==> src/rtl/phase_frame_sequencer_if.sv <==
// Byte-in / phase-write bundle between the SPI receiver, the sequencer
// and the phase register bank.
//   master : the sequencer (takes spi_cs/rx_*, drives wr_*/pulses/frame_cnt)
//   slave  : the surrounding environment (the mirror image)
interface phase_frame_sequencer_if #(
   parameter int PHASE_W = 6
);
   logic               spi_cs;
   logic               rx_valid;
   logic [7:0]         rx_byte;
   logic               wr_en;
   logic [5:0]         wr_addr;
   logic [PHASE_W-1:0] wr_data;
   logic               period_start;
   logic               apply_shift_all;
   logic               frame_err;
   logic               overrun;
   logic               range_err;
   logic [7:0]         frame_cnt;

   modport master (
      input  spi_cs, rx_valid, rx_byte,
      output wr_en, wr_addr, wr_data,
      output period_start, apply_shift_all,
      output frame_err, overrun, range_err, frame_cnt
   );

   modport slave (
      output spi_cs, rx_valid, rx_byte,
      input  wr_en, wr_addr, wr_data,
      input  period_start, apply_shift_all,
      input  frame_err, overrun, range_err, frame_cnt
   );
endinterface

==> src/rtl/phase_frame_sequencer.sv <==
// Assigns SPI bytes to transducer channels and applies each full frame
// to the active phase bank only on a carrier-period boundary.
// Ports: master_clock, rst (async, active-low), bus (master modport:
//   spi_cs/rx_valid/rx_byte in; wr_*, period_start, apply_shift_all,
//   frame_err, overrun, range_err, frame_cnt out, all registered).
// Build option: PHASE_CLAMP_EN saturates out-of-range bytes and
//   reports them on range_err; otherwise bytes are taken modulo.
module phase_frame_sequencer #(
   parameter int NUM_CH  = 50,
   parameter int PHASE_W = 6,
   parameter int PERIOD  = 1250
) (
   input  logic                    master_clock,
   input  logic                    rst,
   phase_frame_sequencer_if.master bus
);
   localparam int ADDR_W = 6;
   localparam int CNT_W  = $clog2(PERIOD);

   typedef enum logic [1:0] {
      IDLE,
      RECV,
      PENDING
   } state_e;

   state_e             state_q, state_d;
   logic [ADDR_W-1:0]  idx_q, idx_d;
   logic               skid_full_q, skid_full_d;
   logic [7:0]         skid_q, skid_d;
   logic [CNT_W-1:0]   per_q, per_d;
   logic               wr_en_q, wr_en_d;
   logic [ADDR_W-1:0]  wr_addr_q, wr_addr_d;
   logic [PHASE_W-1:0] wr_data_q, wr_data_d;
   logic               ps_q, ps_d;
   logic               apply_q, apply_d;
   logic               ferr_q, ferr_d;
   logic               ovr_q, ovr_d;
   logic               rerr_q, rerr_d;
   logic [7:0]         fcnt_q, fcnt_d;

   logic               boundary;
   logic               src_vld;
   logic [7:0]         src;
   logic [PHASE_W-1:0] src_phase;
   logic               src_big;

   // Last count of the period: the registered outputs of this
   // cycle appear in the counter==0 cycle.
   assign boundary = (per_q == CNT_W'(PERIOD - 1));

   always_comb begin
      per_d = boundary ? '0 : per_q + 1'b1;
   end

`ifdef PHASE_CLAMP_EN
   localparam int STEPS = 1 << PHASE_W;

   assign src_big   = ({1'b0, src} >= 9'(STEPS));
   assign src_phase = src_big ? PHASE_W'(STEPS - 1)
                              : src[PHASE_W-1:0];
`else
   logic unused_hi;

   assign unused_hi = ^src[7:PHASE_W];
   assign src_big   = 1'b0;
   assign src_phase = src[PHASE_W-1:0];
`endif

   always_comb begin
      state_d     = state_q;
      idx_d       = idx_q;
      skid_full_d = skid_full_q;
      skid_d      = skid_q;
      wr_en_d     = 1'b0;
      wr_addr_d   = wr_addr_q;
      wr_data_d   = wr_data_q;
      ps_d        = boundary;
      apply_d     = 1'b0;
      ferr_d      = 1'b0;
      ovr_d       = 1'b0;
      rerr_d      = 1'b0;
      fcnt_d      = fcnt_q;
      src_vld     = 1'b0;
      src         = skid_q;

      unique case (state_q)
         IDLE: begin
            if (!bus.spi_cs) begin
               state_d = RECV;
               idx_d   = '0;
            end
         end

         RECV: begin
            if (bus.spi_cs) begin
               // Partial frame or an unwritten skid byte: abort.
               ferr_d      = (idx_q != '0) || skid_full_q;
               idx_d       = '0;
               skid_full_d = 1'b0;
               state_d     = IDLE;
            end else begin
               // Held byte goes first; a new arrival takes its place.
               if (skid_full_q) begin
                  src_vld     = 1'b1;
                  src         = skid_q;
                  skid_full_d = bus.rx_valid;
                  if (bus.rx_valid) skid_d = bus.rx_byte;
               end else if (bus.rx_valid) begin
                  src_vld = 1'b1;
                  src     = bus.rx_byte;
               end

               if (src_vld) begin
                  wr_en_d   = 1'b1;
                  wr_addr_d = idx_q;
                  wr_data_d = src_phase;
                  rerr_d    = src_big;
                  if (idx_q == ADDR_W'(NUM_CH - 1)) begin
                     idx_d   = '0;
                     state_d = PENDING;
                  end else begin
                     idx_d = idx_q + 1'b1;
                  end
               end
            end
         end

         PENDING: begin
            if (bus.spi_cs) begin
               ferr_d      = skid_full_q;
               skid_full_d = 1'b0;
            end else if (bus.rx_valid) begin
               if (skid_full_q) begin
                  ovr_d = 1'b1;
               end else begin
                  skid_full_d = 1'b1;
                  skid_d      = bus.rx_byte;
               end
            end

            if (boundary) begin
               apply_d = 1'b1;
               fcnt_d  = fcnt_q + 1'b1;
               state_d = bus.spi_cs ? IDLE : RECV;
            end
         end

         default: state_d = IDLE;
      endcase
   end

   always_ff @(posedge master_clock or negedge rst) begin
      if (!rst) begin
         state_q     <= IDLE;
         idx_q       <= '0;
         skid_full_q <= 1'b0;
         skid_q      <= '0;
         per_q       <= '0;
         wr_en_q     <= 1'b0;
         wr_addr_q   <= '0;
         wr_data_q   <= '0;
         ps_q        <= 1'b0;
         apply_q     <= 1'b0;
         ferr_q      <= 1'b0;
         ovr_q       <= 1'b0;
         rerr_q      <= 1'b0;
         fcnt_q      <= '0;
      end else begin
         state_q     <= state_d;
         idx_q       <= idx_d;
         skid_full_q <= skid_full_d;
         skid_q      <= skid_d;
         per_q       <= per_d;
         wr_en_q     <= wr_en_d;
         wr_addr_q   <= wr_addr_d;
         wr_data_q   <= wr_data_d;
         ps_q        <= ps_d;
         apply_q     <= apply_d;
         ferr_q      <= ferr_d;
         ovr_q       <= ovr_d;
         rerr_q      <= rerr_d;
         fcnt_q      <= fcnt_d;
      end
   end

   assign bus.wr_en           = wr_en_q;
   assign bus.wr_addr         = wr_addr_q;
   assign bus.wr_data         = wr_data_q;
   assign bus.period_start    = ps_q;
   assign bus.apply_shift_all = apply_q;
   assign bus.frame_err       = ferr_q;
   assign bus.overrun         = ovr_q;
   assign bus.range_err       = rerr_q;
   assign bus.frame_cnt       = fcnt_q;
endmodule

==> src/flat_wrapper.sv <==
// flat-port wrapper written by rule: the top's interface ports become plain ports
module phase_frame_sequencer_flat 
#(
   parameter int NUM_CH  = 50,
   parameter int PHASE_W = 6,
   parameter int PERIOD  = 1250
)
  (master_clock, rst, bus_spi_cs, bus_rx_valid, bus_rx_byte, bus_wr_en, bus_wr_addr, bus_wr_data, bus_period_start, bus_apply_shift_all, bus_frame_err, bus_overrun, bus_range_err, bus_frame_cnt);
  phase_frame_sequencer_if #(.PHASE_W(PHASE_W)) bus_i ();
  input  logic master_clock;
  input  logic rst;
  input wire logic [$bits(bus_i.spi_cs)-1:0] bus_spi_cs;
  input wire logic [$bits(bus_i.rx_valid)-1:0] bus_rx_valid;
  input wire logic [$bits(bus_i.rx_byte)-1:0] bus_rx_byte;
  output wire logic [$bits(bus_i.wr_en)-1:0] bus_wr_en;
  output wire logic [$bits(bus_i.wr_addr)-1:0] bus_wr_addr;
  output wire logic [$bits(bus_i.wr_data)-1:0] bus_wr_data;
  output wire logic [$bits(bus_i.period_start)-1:0] bus_period_start;
  output wire logic [$bits(bus_i.apply_shift_all)-1:0] bus_apply_shift_all;
  output wire logic [$bits(bus_i.frame_err)-1:0] bus_frame_err;
  output wire logic [$bits(bus_i.overrun)-1:0] bus_overrun;
  output wire logic [$bits(bus_i.range_err)-1:0] bus_range_err;
  output wire logic [$bits(bus_i.frame_cnt)-1:0] bus_frame_cnt;
  assign bus_i.spi_cs = bus_spi_cs;
  assign bus_i.rx_valid = bus_rx_valid;
  assign bus_i.rx_byte = bus_rx_byte;
  assign bus_wr_en = bus_i.wr_en;
  assign bus_wr_addr = bus_i.wr_addr;
  assign bus_wr_data = bus_i.wr_data;
  assign bus_period_start = bus_i.period_start;
  assign bus_apply_shift_all = bus_i.apply_shift_all;
  assign bus_frame_err = bus_i.frame_err;
  assign bus_overrun = bus_i.overrun;
  assign bus_range_err = bus_i.range_err;
  assign bus_frame_cnt = bus_i.frame_cnt;
  phase_frame_sequencer #(.NUM_CH(NUM_CH), .PHASE_W(PHASE_W), .PERIOD(PERIOD)) u_core (.master_clock(master_clock), .rst(rst), .bus(bus_i));
endmodule
==> config.mk <==
export PLATFORM = sky130hd
export DESIGN_NAME = phase_frame_sequencer_flat
export DESIGN_NICKNAME = d
export VERILOG_FILES = /design/src/rtl/phase_frame_sequencer_if.sv /design/src/rtl/phase_frame_sequencer.sv /design/src/flat_wrapper.sv
export SDC_FILE = /design/constraint.sdc
export NUM_CORES = 1
export LEC_CHECK = 0
export CAP_MARGIN = 20
export CORE_UTILIZATION = 30
export DETAILED_ROUTE_END_ITERATION = 16
export GPL_TIMING_DRIVEN = 0
export MAX_ROUTING_LAYER = met4
export PLACE_DENSITY = 0.6
export REMOVE_ABC_BUFFERS = 1
export SKIP_CTS_REPAIR_TIMING = 1
export SLEW_MARGIN = 10
export SYNTH_ARGS = -nofsm -noshare
export SYNTH_HDL_FRONTEND = slang
export SYNTH_SLANG_ARGS = --single-unit
==> constraint.sdc <==
create_clock -name master_clock -period 4.84 [get_ports master_clock]
set_input_delay 0.484 -clock master_clock [delete_from_list [all_inputs] [get_ports master_clock]]
set_output_delay 0.484 -clock master_clock [all_outputs]
set_load 0.005 [all_outputs]
==> flow_metrics.env, run 1 <==
export IMPL_stdcell_area_um2=2990
export IMPL_drc=0
export IMPL_first_pass_iters=4
export IMPL_die_h_um=92.1
export IMPL_required_ns=5.02
export IMPL_drtAntennaViolNets=0
export IMPL_wl_um=4710
export IMPL_hold_class="in2async"
export IMPL_synth_top_cell_area_share_pct=52.4
export IMPL_yosysSeqAreaShare_pct=52.4
export IMPL_viasPerCell=4.79
export IMPL_finalHoldViolations=0
export IMPL_nets=279
export IMPL_grt_setup_unrepaired="false"
export IMPL_clock_skew_ns=0.00612
export IMPL_die_w_um=92.1
export IMPL_seqPwrFrac_pct=46.4
export IMPL_status="finished, final reports clean"
export IMPL_num_antenna_cells=0
export IMPL_finalCoreUtilization_pct=38.5
export IMPL_rows=32
export IMPL_powerDensity_nw_per_um2=396
export IMPL_numCtsBuffers=5
export IMPL_power_frac_clock_pct=25.7
export IMPL_intPower_mw=0.843
export IMPL_cts_tree="yes"
export IMPL_ys_types=43
export IMPL_totalNegativeSetupSlack_ns=0
export IMPL_path_max_fanout=7
export IMPL_slew_viol_final=0
export IMPL_p_sw_mw=0.343
export IMPL_grt_pass1_vias=1731
export IMPL_combPwrFrac_pct=27.9
export IMPL_cts_max_level=2
export IMPL_synth_edff_count=0
export IMPL_fmax_mhz=419
export IMPL_antenna_found_initial=0
export IMPL_worstPathArrival_ns=2.57
export IMPL_synth_seq_cells=51
export IMPL_p_sw_share_pct=28.9
export IMPL_avgSynthCellArea_um2=10.9
export IMPL_overflow=0
export IMPL_grt_pass1_wl_um=8360
export IMPL_synth_largest_area_cell="dfrtp_1"
export IMPL_period_needed_ns=2.39
export IMPL_via_count=1723
export IMPL_coreArea_um2=7770
export IMPL_cp_start_kind="flop"
export IMPL_drt_wirelength_per_cell_um=13.1
export IMPL_grt_max_degree=28
export IMPL_fin_crit_sh_pct=49.3
export IMPL_cts_sinks=51
export IMPL_numPortBuffers=34
export IMPL_worstMarginPinSlew_ns=0.666
export IMPL_p_leak_nw=1.30
export IMPL_drive_gt1_share_pct=11.2
export IMPL_drtIter0Drc=64
export IMPL_crit_type="reg2reg"
export IMPL_synth_async_reset_ratio_pct=100
export IMPL_critPathCaptureType="flop"
export IMPL_syn_instance_count=224
export IMPL_grt_use_total_pct=12.7
export IMPL_placed_area_um2=2880
export IMPL_finalSetupViolations=0
export IMPL_syn_to_final_growth_pct=23.0
export IMPL_ios=38
export IMPL_dp_hpwl_um=3300
export IMPL_clkTransAtPathRegs_ns=0.09
export IMPL_peakVddDrop_mv=0.147
export IMPL_yosysWarnings=0
export IMPL_initial_core_util_pct=31.3
export IMPL_yosys_top_cells_area="dfrtp_1, mux2_2, ha_1"
export IMPL_max_slew_margin_pct=55.6
export IMPL_dieArea_um2=8480
export IMPL_cap_violations=0
export IMPL_syn_area_um2=2430
export IMPL_clock_path_buffers=2
export IMPL_clk_latency_ns=0.30
export IMPL_cts_root_buf="clkbuf_8"
export IMPL_synth_top_flop_cell="dfrtp_1"
export IMPL_place_congestion=0.760
==> placed cells by master (no fill, tap or decap), types with 3 or more instances in the layout <==
master	synthesis	final
xor2_1	6	6
ha_1	10	10
a21oi_1	6	6
nor2_1	15	15
or3_1	5	5
a31oi_1	10	10
nand4_1	5	5
nor3_1	4	4
a22oi_1	6	6
o21ai_0	12	12
dfrtp_1	51	51
nand2_1	8	8
inv_1	12	12
nand3_1	6	6
mux2_2	14	14
clkdlybuf4s50_1	0	33
xnor2_1	9	9
nand2b_1	3	3
nor2b_1	8	8
clkbuf_8	0	6
==> power groups by stage <==
stage          clock, mW  combinational (mW)  sequential, mW
4_1_cts            0.321               0.335           0.550
3_5_place_dp           0               0.332           0.559
2_1_floorplan          0               0.203           0.549
5_1_grt            0.335               0.376           0.561
3_3_place_gp           0               0.325           0.557
6_report           0.305               0.330           0.550
==> metrics by stage <==
| step | worst slack (ns) | total power, mW | cells | hold slack (ns) |
|---|---|---|---|---|
| finish | 2.45 | 1.19 | 360 | 0.174 |
| global route | 2.37 | 1.27 | 360 | 0.206 |
| CTS | 2.43 | 1.21 | 360 | 0.196 |
| detailed placement | 2.19 | 0.891 | 352 | 0.462 |
| global placement | 1.72 | 0.882 | 351 | 0.459 |
| floorplan | 2.63 | 0.752 | 215 | 0.188 |
==> critical path: stages, from the launching register on <==
cell and delay (ns):
dfrtp_1 0.43, or4b_1 0.52, or4_1 0.58, a221o_2 0.43, mux2_1 0.31
==> Yosys cell counts (2+ instances only) <==
cell	count
nand3_1	6
or2_2	2
inv_1	12
and3_1	2
clkbuf_1	6
a21oi_1	6
a31oi_1	10
a22oi_1	6
or3_1	5
nor3_1	4
nand2_1	8
xnor2_1	9
nand4_1	5
mux2_2	14
nor2_1	15
ha_1	10
xor2_1	6
o21ai_0	12
a22o_1	2
nand2b_1	3
mux2_1	2
nor2b_1	8
dfrtp_1	51
==> registers in the layout, summed over array words and instances (netlist names), 2 cells and up <==
| register | cells |
|---|---|
| u_core.per_q | 11 |
| u_core.idx_q | 6 |
| u_core.bus.wr_data | 6 |
| u_core.state_q | 2 |
| u_core.bus.frame_cnt | 8 |
| u_core.bus.wr_addr | 6 |
| u_core.skid_q | 6 |
==> kinds of logic (layout without fill, tap and decap cells) <==
family | after synthesis | count (layout) | share of synthesized area, %
AND/OR/NAND/NOR | 66 | 66 | 14.6
flip-flops | 51 | 51 | 52.4
XOR/XNOR | 15 | 15 | 5.40
multiplexers | 16 | 16 | 7.40
buffers and inverters | 22 | 56 | 3.65
adder cells (fa/ha/maj) | 10 | 10 | 5.14
AO/OA/AOI/OAI | 43 | 43 | 11.3
other | 1 | 1 | 0.154
==> routing by layer <==
metal	wire length [µm]	GRT usage, %
met1	2350	17.4
met2	2130	19.2
met3	211	3.15
met4	17	2.73
met5	0	-
==> final timing paths <==
path | startpoint | end | slack [ns] | cells after the start
setup / recovery | u_core.per_q[4]$_DFF_PN0_ | u_core.state_q[1]$_DFFE_PN0P_ | 2.45 | 4
hold / removal | rst | u_core.bus.wr_data[3]$_DFFE_PN0P_ | 0.17 | 1
setup reg to reg | u_core.per_q[4]$_DFF_PN0_ | u_core.state_q[1]$_DFFE_PN0P_ | 2.45 | 4
hold reg to reg | u_core.bus.frame_cnt[7]$_DFFE_PN0P_ | u_core.bus.frame_cnt[7]$_DFFE_PN0P_ | 0.47 | 1
max in group asynchronous | rst | u_core.per_q[5]$_DFF_PN0_ | 4.12 | 2
min in group master_clock | u_core.bus.frame_cnt[7]$_DFFE_PN0P_ | u_core.bus.frame_cnt[7]$_DFFE_PN0P_ | 0.47 | 1
==> layout make-up <==
type                            count  area [µm²]
Inverter                           13        48.8
Timing Repair Buffer               35         355
Tap cell                          102         128
Multi-Input combinational cell    151        1070
Clock inverter                      2        35.0
Clock buffer                        6        82.6
Fill cell                         777        4770
Sequential cell                    51        1280
(Power assumes the default switching activity.)
==> run 2, diff against run 1 <==
Settings changed: PLACE_DENSITY 0.6 to 0.61.
Clock period 4.84 ns to 2 ns, I/O delays scaled along.
==> flow_metrics.env, run 2 (synthesis results as in run 1) <==
export IMPL_rows=32
export IMPL_antenna_found_initial=0
export IMPL_slew_viol_final=0
export IMPL_numCtsBuffers=5
export IMPL_hold_class="in2async"
export IMPL_first_pass_iters=4
export IMPL_worstPathArrival_ns=2.43
export IMPL_status="complete, but fails checks"
export IMPL_cap_violations=0
export IMPL_path_max_fanout=5
export IMPL_largest_reg_flops=11
export IMPL_drive_gt1_share_pct=19.3
export IMPL_finalCoreUtilization_pct=40.6
export IMPL_cts_sinks=51
export IMPL_grt_pass1_vias=1730
export IMPL_n_fill_cell=778
export IMPL_coreArea_um2=7770
export IMPL_grt_pass1_wl_um=8060
export IMPL_fin_crit_sh_pct=112
export IMPL_clk_latency_ns=0.31
export IMPL_clock_skew_ns=0.00547
export IMPL_drt_wirelength_per_cell_um=13.0
export IMPL_clkTransAtPathRegs_ns=0.09
export IMPL_dp_hpwl_um=3210
export IMPL_worstMarginPinSlew_ns=0.617
export IMPL_combPwrFrac_pct=30.6
export IMPL_die_h_um=92.1
export IMPL_num_antenna_cells=0
export IMPL_viasPerCell=4.80
export IMPL_finalHoldViolations=0
export IMPL_fin_hold_ws_ns=0.361
export IMPL_drtIter0Drc=68
export IMPL_cts_tree="yes"
export IMPL_cts_root_buf="clkbuf_8"
export IMPL_drc=0
export IMPL_wl_um=4810
export IMPL_p_sw_mw=0.882
export IMPL_cp_start_kind="flop"
export IMPL_seqPwrFrac_pct=48.0
export IMPL_dieArea_um2=8480
export IMPL_die_w_um=92.1
export IMPL_max_slew_margin_pct=58.8
export IMPL_critPathCaptureType="flop"
export IMPL_crit_type="reg2reg"
export IMPL_ios=38
export IMPL_layout_commonest_cell="dfrtp_1"
export IMPL_p_sw_share_pct=31.6
export IMPL_required_ns=2.20
export IMPL_placed_area_um2=2880
export IMPL_grt_use_total_pct=12.3
export IMPL_via_count=1779
export IMPL_p_leak_nw=1.39
export IMPL_period_needed_ns=2.23
export IMPL_fmax_mhz=448
export IMPL_intPower_mw=1.91
export IMPL_grt_max_degree=34
export IMPL_nets=290
export IMPL_power_frac_clock_pct=21.3
export IMPL_stdcell_count=371
export IMPL_clock_path_buffers=2
export IMPL_numPortBuffers=34
export IMPL_powerDensity_nw_per_um2=886
export IMPL_worst_slack_ns=-0.232
export IMPL_stdcell_area_um2=3150
export IMPL_failed_checks="negative setup slack"
export IMPL_place_congestion=0.721
export IMPL_initial_core_util_pct=31.3
export IMPL_overflow=0
export IMPL_dp_cells=352
export IMPL_syn_to_final_growth_pct=29.5
export IMPL_mostFrequentLayoutCells="dfrtp_1, clkdlybuf4s50_1, nor2_1, mux2_2, inv_1"
export IMPL_drtAntennaViolNets=0
export IMPL_cts_max_level=2
export IMPL_largest_register="u_core.per_q"
export IMPL_grt_setup_unrepaired="true"
export IMPL_finalSetupViolations=9
export IMPL_peakVddDrop_mv=0.324
[run 2: metal layers]
metal / routed length, µm / GRT usage [%] / vias to the layer above
li1: - / - / 873
met1: 2330 / 16.4 / 862
met2: 2210 / 18.5 / 39
met3: 203 / 2.90 / 5
met4: 68 / 3.91 / 0
met5: 0 / - / -
[run 2: power groups by stage]
| stage | Clock [mW] | Combinational [mW] | Sequential (mW) |
|---|---|---|---|
| floorplan | 0 | 0.491 | 1.33 |
| global placement | 0 | 0.788 | 1.35 |
| detailed placement | 0 | 0.809 | 1.35 |
| CTS | 0.614 | 0.812 | 1.34 |
| global route | 0.663 | 0.957 | 1.37 |
| finish | 0.595 | 0.855 | 1.34 |
[run 2: worst paths after layout]
check / start / end / slack, ns / depth (start not counted)
worst max-delay path: u_core.per_q[4]$_DFF_PN0_ / u_core.state_q[1]$_DFFE_PN0P_ / -0.23 / 4
worst min-delay path: rst / u_core.bus.wr_data[0]$_DFFE_PN0P_ / 0.36 / 2
worst max register to register: u_core.per_q[4]$_DFF_PN0_ / u_core.state_q[1]$_DFFE_PN0P_ / -0.23 / 4
worst min register to register: u_core.bus.frame_cnt[7]$_DFFE_PN0P_ / u_core.bus.frame_cnt[7]$_DFFE_PN0P_ / 0.46 / 1
max in group asynchronous: rst / u_core.bus.frame_err$_DFF_PN0_ / 1.11 / 3
min in group master_clock: u_core.bus.frame_cnt[7]$_DFFE_PN0P_ / u_core.bus.frame_cnt[7]$_DFFE_PN0P_ / 0.46 / 1
[run 2: layout make-up]
| class | instances | area [µm²] | area share [%] |
|---|---|---|---|
| Multi-Input combinational cell | 151 | 1160 | 36.8 |
| Tap cell | 102 | 128 | 4.05 |
| Clock inverter | 3 | 20.0 | 0.635 |
| Timing Repair Buffer | 46 | 444 | 14.1 |
| Inverter | 13 | 52.6 | 1.67 |
| Clock buffer | 5 | 68.8 | 2.18 |
| Sequential cell | 51 | 1280 | 40.5 |
[run 2: per-stage QoR]
stage	setup TNS [ns]	setup WS, ns	power, mW
6_report	-0.947	-0.232	2.79
5_1_grt	-1.55	-0.270	2.99
4_1_cts	-5.09	-0.387	2.76
3_5_place_dp	-6.74	-0.373	2.16
3_3_place_gp	-47.74	-0.815	2.14
2_1_floorplan	-0.608	-0.212	1.82
[run 2: critical path, cell delays in order (launching register included)]
cell     delay [ns]
dfrtp_1        0.42
or4b_1         0.52
or4_4          0.47
a221o_2        0.41
mux2_1         0.31
==> run 3, diff against run 2 <==
Settings changed: CORE_UTILIZATION 30 to 48, PLACE_DENSITY 0.61 to 0.85.
==> flow_metrics.env, run 3 (synthesis results as in run 1) <==
export IMPL_numPortBuffers=34
export IMPL_numCtsBuffers=5
export IMPL_period_needed_ns=2.23
export IMPL_path_max_fanout=6
export IMPL_coreArea_um2=4790
export IMPL_cts_sinks=51
export IMPL_hold_class="in2async"
export IMPL_failed_checks="negative setup slack"
export IMPL_ff2ff_path_depth=4
export IMPL_peakVddDrop_mv=0.447
export IMPL_clkTransAtPathRegs_ns=0.09
export IMPL_combPwrFrac_pct=29.8
export IMPL_totalNegativeSetupSlack_ns=-0.924
export IMPL_largest_register="u_core.per_q"
export IMPL_rows=25
export IMPL_wl_um=4560
export IMPL_critPathCaptureType="flop"
export IMPL_timing_rr_end="u_core.state_q[1]$_DFFE_PN0P_"
export IMPL_layout_commonest_cell="dfrtp_1"
export IMPL_overflow=0
export IMPL_cts_root_buf="clkbuf_8"
export IMPL_viasPerCell=5.30
export IMPL_finalHoldViolations=0
export IMPL_drtAntennaViolNets=0
export IMPL_syn_to_final_growth_pct=23.3
export IMPL_fin_crit_sh_pct=112
export IMPL_finalCoreUtilization_pct=62.7
export IMPL_initial_core_util_pct=50.8
export IMPL_p_sw_mw=0.847
export IMPL_num_antenna_cells=0
export IMPL_ios=38
export IMPL_max_slew_margin_pct=60.2
export IMPL_fmax_mhz=448
export IMPL_largest_reg_flops=11
export IMPL_antenna_found_initial=0
export IMPL_reg2reg_from="u_core.per_q[3]$_DFF_PN0_"
export IMPL_drt_wirelength_per_cell_um=13.8
export IMPL_cts_max_level=2
export IMPL_cts_tree="yes"
export IMPL_clock_skew_ns=0.00449
export IMPL_crit_type="reg2reg"
export IMPL_grt_pass1_wl_um=7550
export IMPL_slew_viol_final=0
export IMPL_powerDensity_nw_per_um2=910
export IMPL_clk_latency_ns=0.31
export IMPL_via_count=1750
export IMPL_p_leak_nw=1.33
export IMPL_cap_violations=0
export IMPL_worstPathArrival_ns=2.43
export IMPL_cp_start_kind="flop"
export IMPL_place_congestion=0.781
export IMPL_p_sw_share_pct=31.0
export IMPL_finalSetupViolations=12
export IMPL_regToRegSetupSlack_ns=-0.23
export IMPL_drtIter0Drc=113
export IMPL_die_h_um=73.2
export IMPL_grt_use_total_pct=19.2
export IMPL_nets=284
export IMPL_worst_slack_ns=-0.234
export IMPL_intPower_mw=1.88
export IMPL_mostFrequentLayoutCells="dfrtp_1, clkdlybuf4s50_1, nor2_1, mux2_2"
export IMPL_grt_max_degree=27
export IMPL_clock_path_buffers=2
export IMPL_placed_area_um2=2830
export IMPL_grt_setup_unrepaired="true"
export IMPL_dp_hpwl_um=3130
export IMPL_worstMarginPinSlew_ns=0.597
export IMPL_drive_gt1_share_pct=14.8
export IMPL_seqPwrFrac_pct=48.8
export IMPL_first_pass_iters=4
export IMPL_grt_pass1_vias=1672
export IMPL_stdcell_area_um2=3000
export IMPL_drc=0
export IMPL_required_ns=2.20
export IMPL_power_frac_clock_pct=21.4
export IMPL_status="complete, but fails checks"
export IMPL_dieArea_um2=5360
export IMPL_die_w_um=73.2
[run 3: cell count changes in the layout (fill, tap and decap cells not counted), sizes merged]
cell and change:
clkinvlp -3, clkinv +3, buf -6
[run 3: through the flow]
stage          cells  hold WS, ns  total power [mW]  worst slack [ns]
2_1_floorplan    215      -0.0956              1.82            -0.212
5_1_grt          330        0.482              2.91            -0.279
6_report         330        0.422              2.73            -0.234
4_1_cts          325      -0.0926              2.73            -0.354
3_5_place_dp     317        0.245              2.15            -0.333
3_3_place_gp     316        0.455              2.11            -0.704
[run 3: area by class of cell]
cell class              count  area [µm²]
flip-flops and latches     51        1280
clock buffers               5        68.8
well taps                  67        83.8
repair buffers             40         395
fillers                   405        1780
multi-input cells         151        1110
inverters                  13        48.8
clock inverters             3        15.0
[run 3: worst max path at each step]
stage / startpoint / endpoint
after global routing: u_core.per_q[4]$_DFF_PN0_ / u_core.state_q[0]$_DFFE_PN0P_
final: u_core.per_q[3]$_DFF_PN0_ / u_core.state_q[1]$_DFFE_PN0P_
after global placement: rst / u_core.bus.wr_en$_DFF_PN0_
after detailed placement: u_core.per_q[3]$_DFF_PN0_ / u_core.state_q[1]$_DFFE_PN0P_
after floorplan: u_core.per_q[3]$_DFF_PN0_ / u_core.state_q[0]$_DFFE_PN0P_
after CTS: u_core.per_q[3]$_DFF_PN0_ / u_core.state_q[1]$_DFFE_PN0P_
[run 3: power by group through the flow]
stage	clock, mW	sequential [mW]	combinational (mW)
final	0.584	1.33	0.815
after global placement	0	1.34	0.772
after global routing	0.636	1.36	0.915
after CTS	0.595	1.33	0.803
after detailed placement	0	1.35	0.799
after floorplan	0	1.33	0.491
[run 3: worst max-delay path, stage by stage, from the launching register on]
cell	delay, ns
dfrtp_1	0.41
or4b_1	0.53
or4_4	0.47
a221o_2	0.40
mux2_1	0.31
[run 3: per-layer routing]
| layer | global-route usage [%] | wire length (µm) |
|---|---|---|
| met3 | 5.25 | 202 |
| met2 | 30.3 | 2210 |
| met5 | - | 0 |
| met4 | 6.54 | 70 |
| met1 | 23.7 | 2080 |
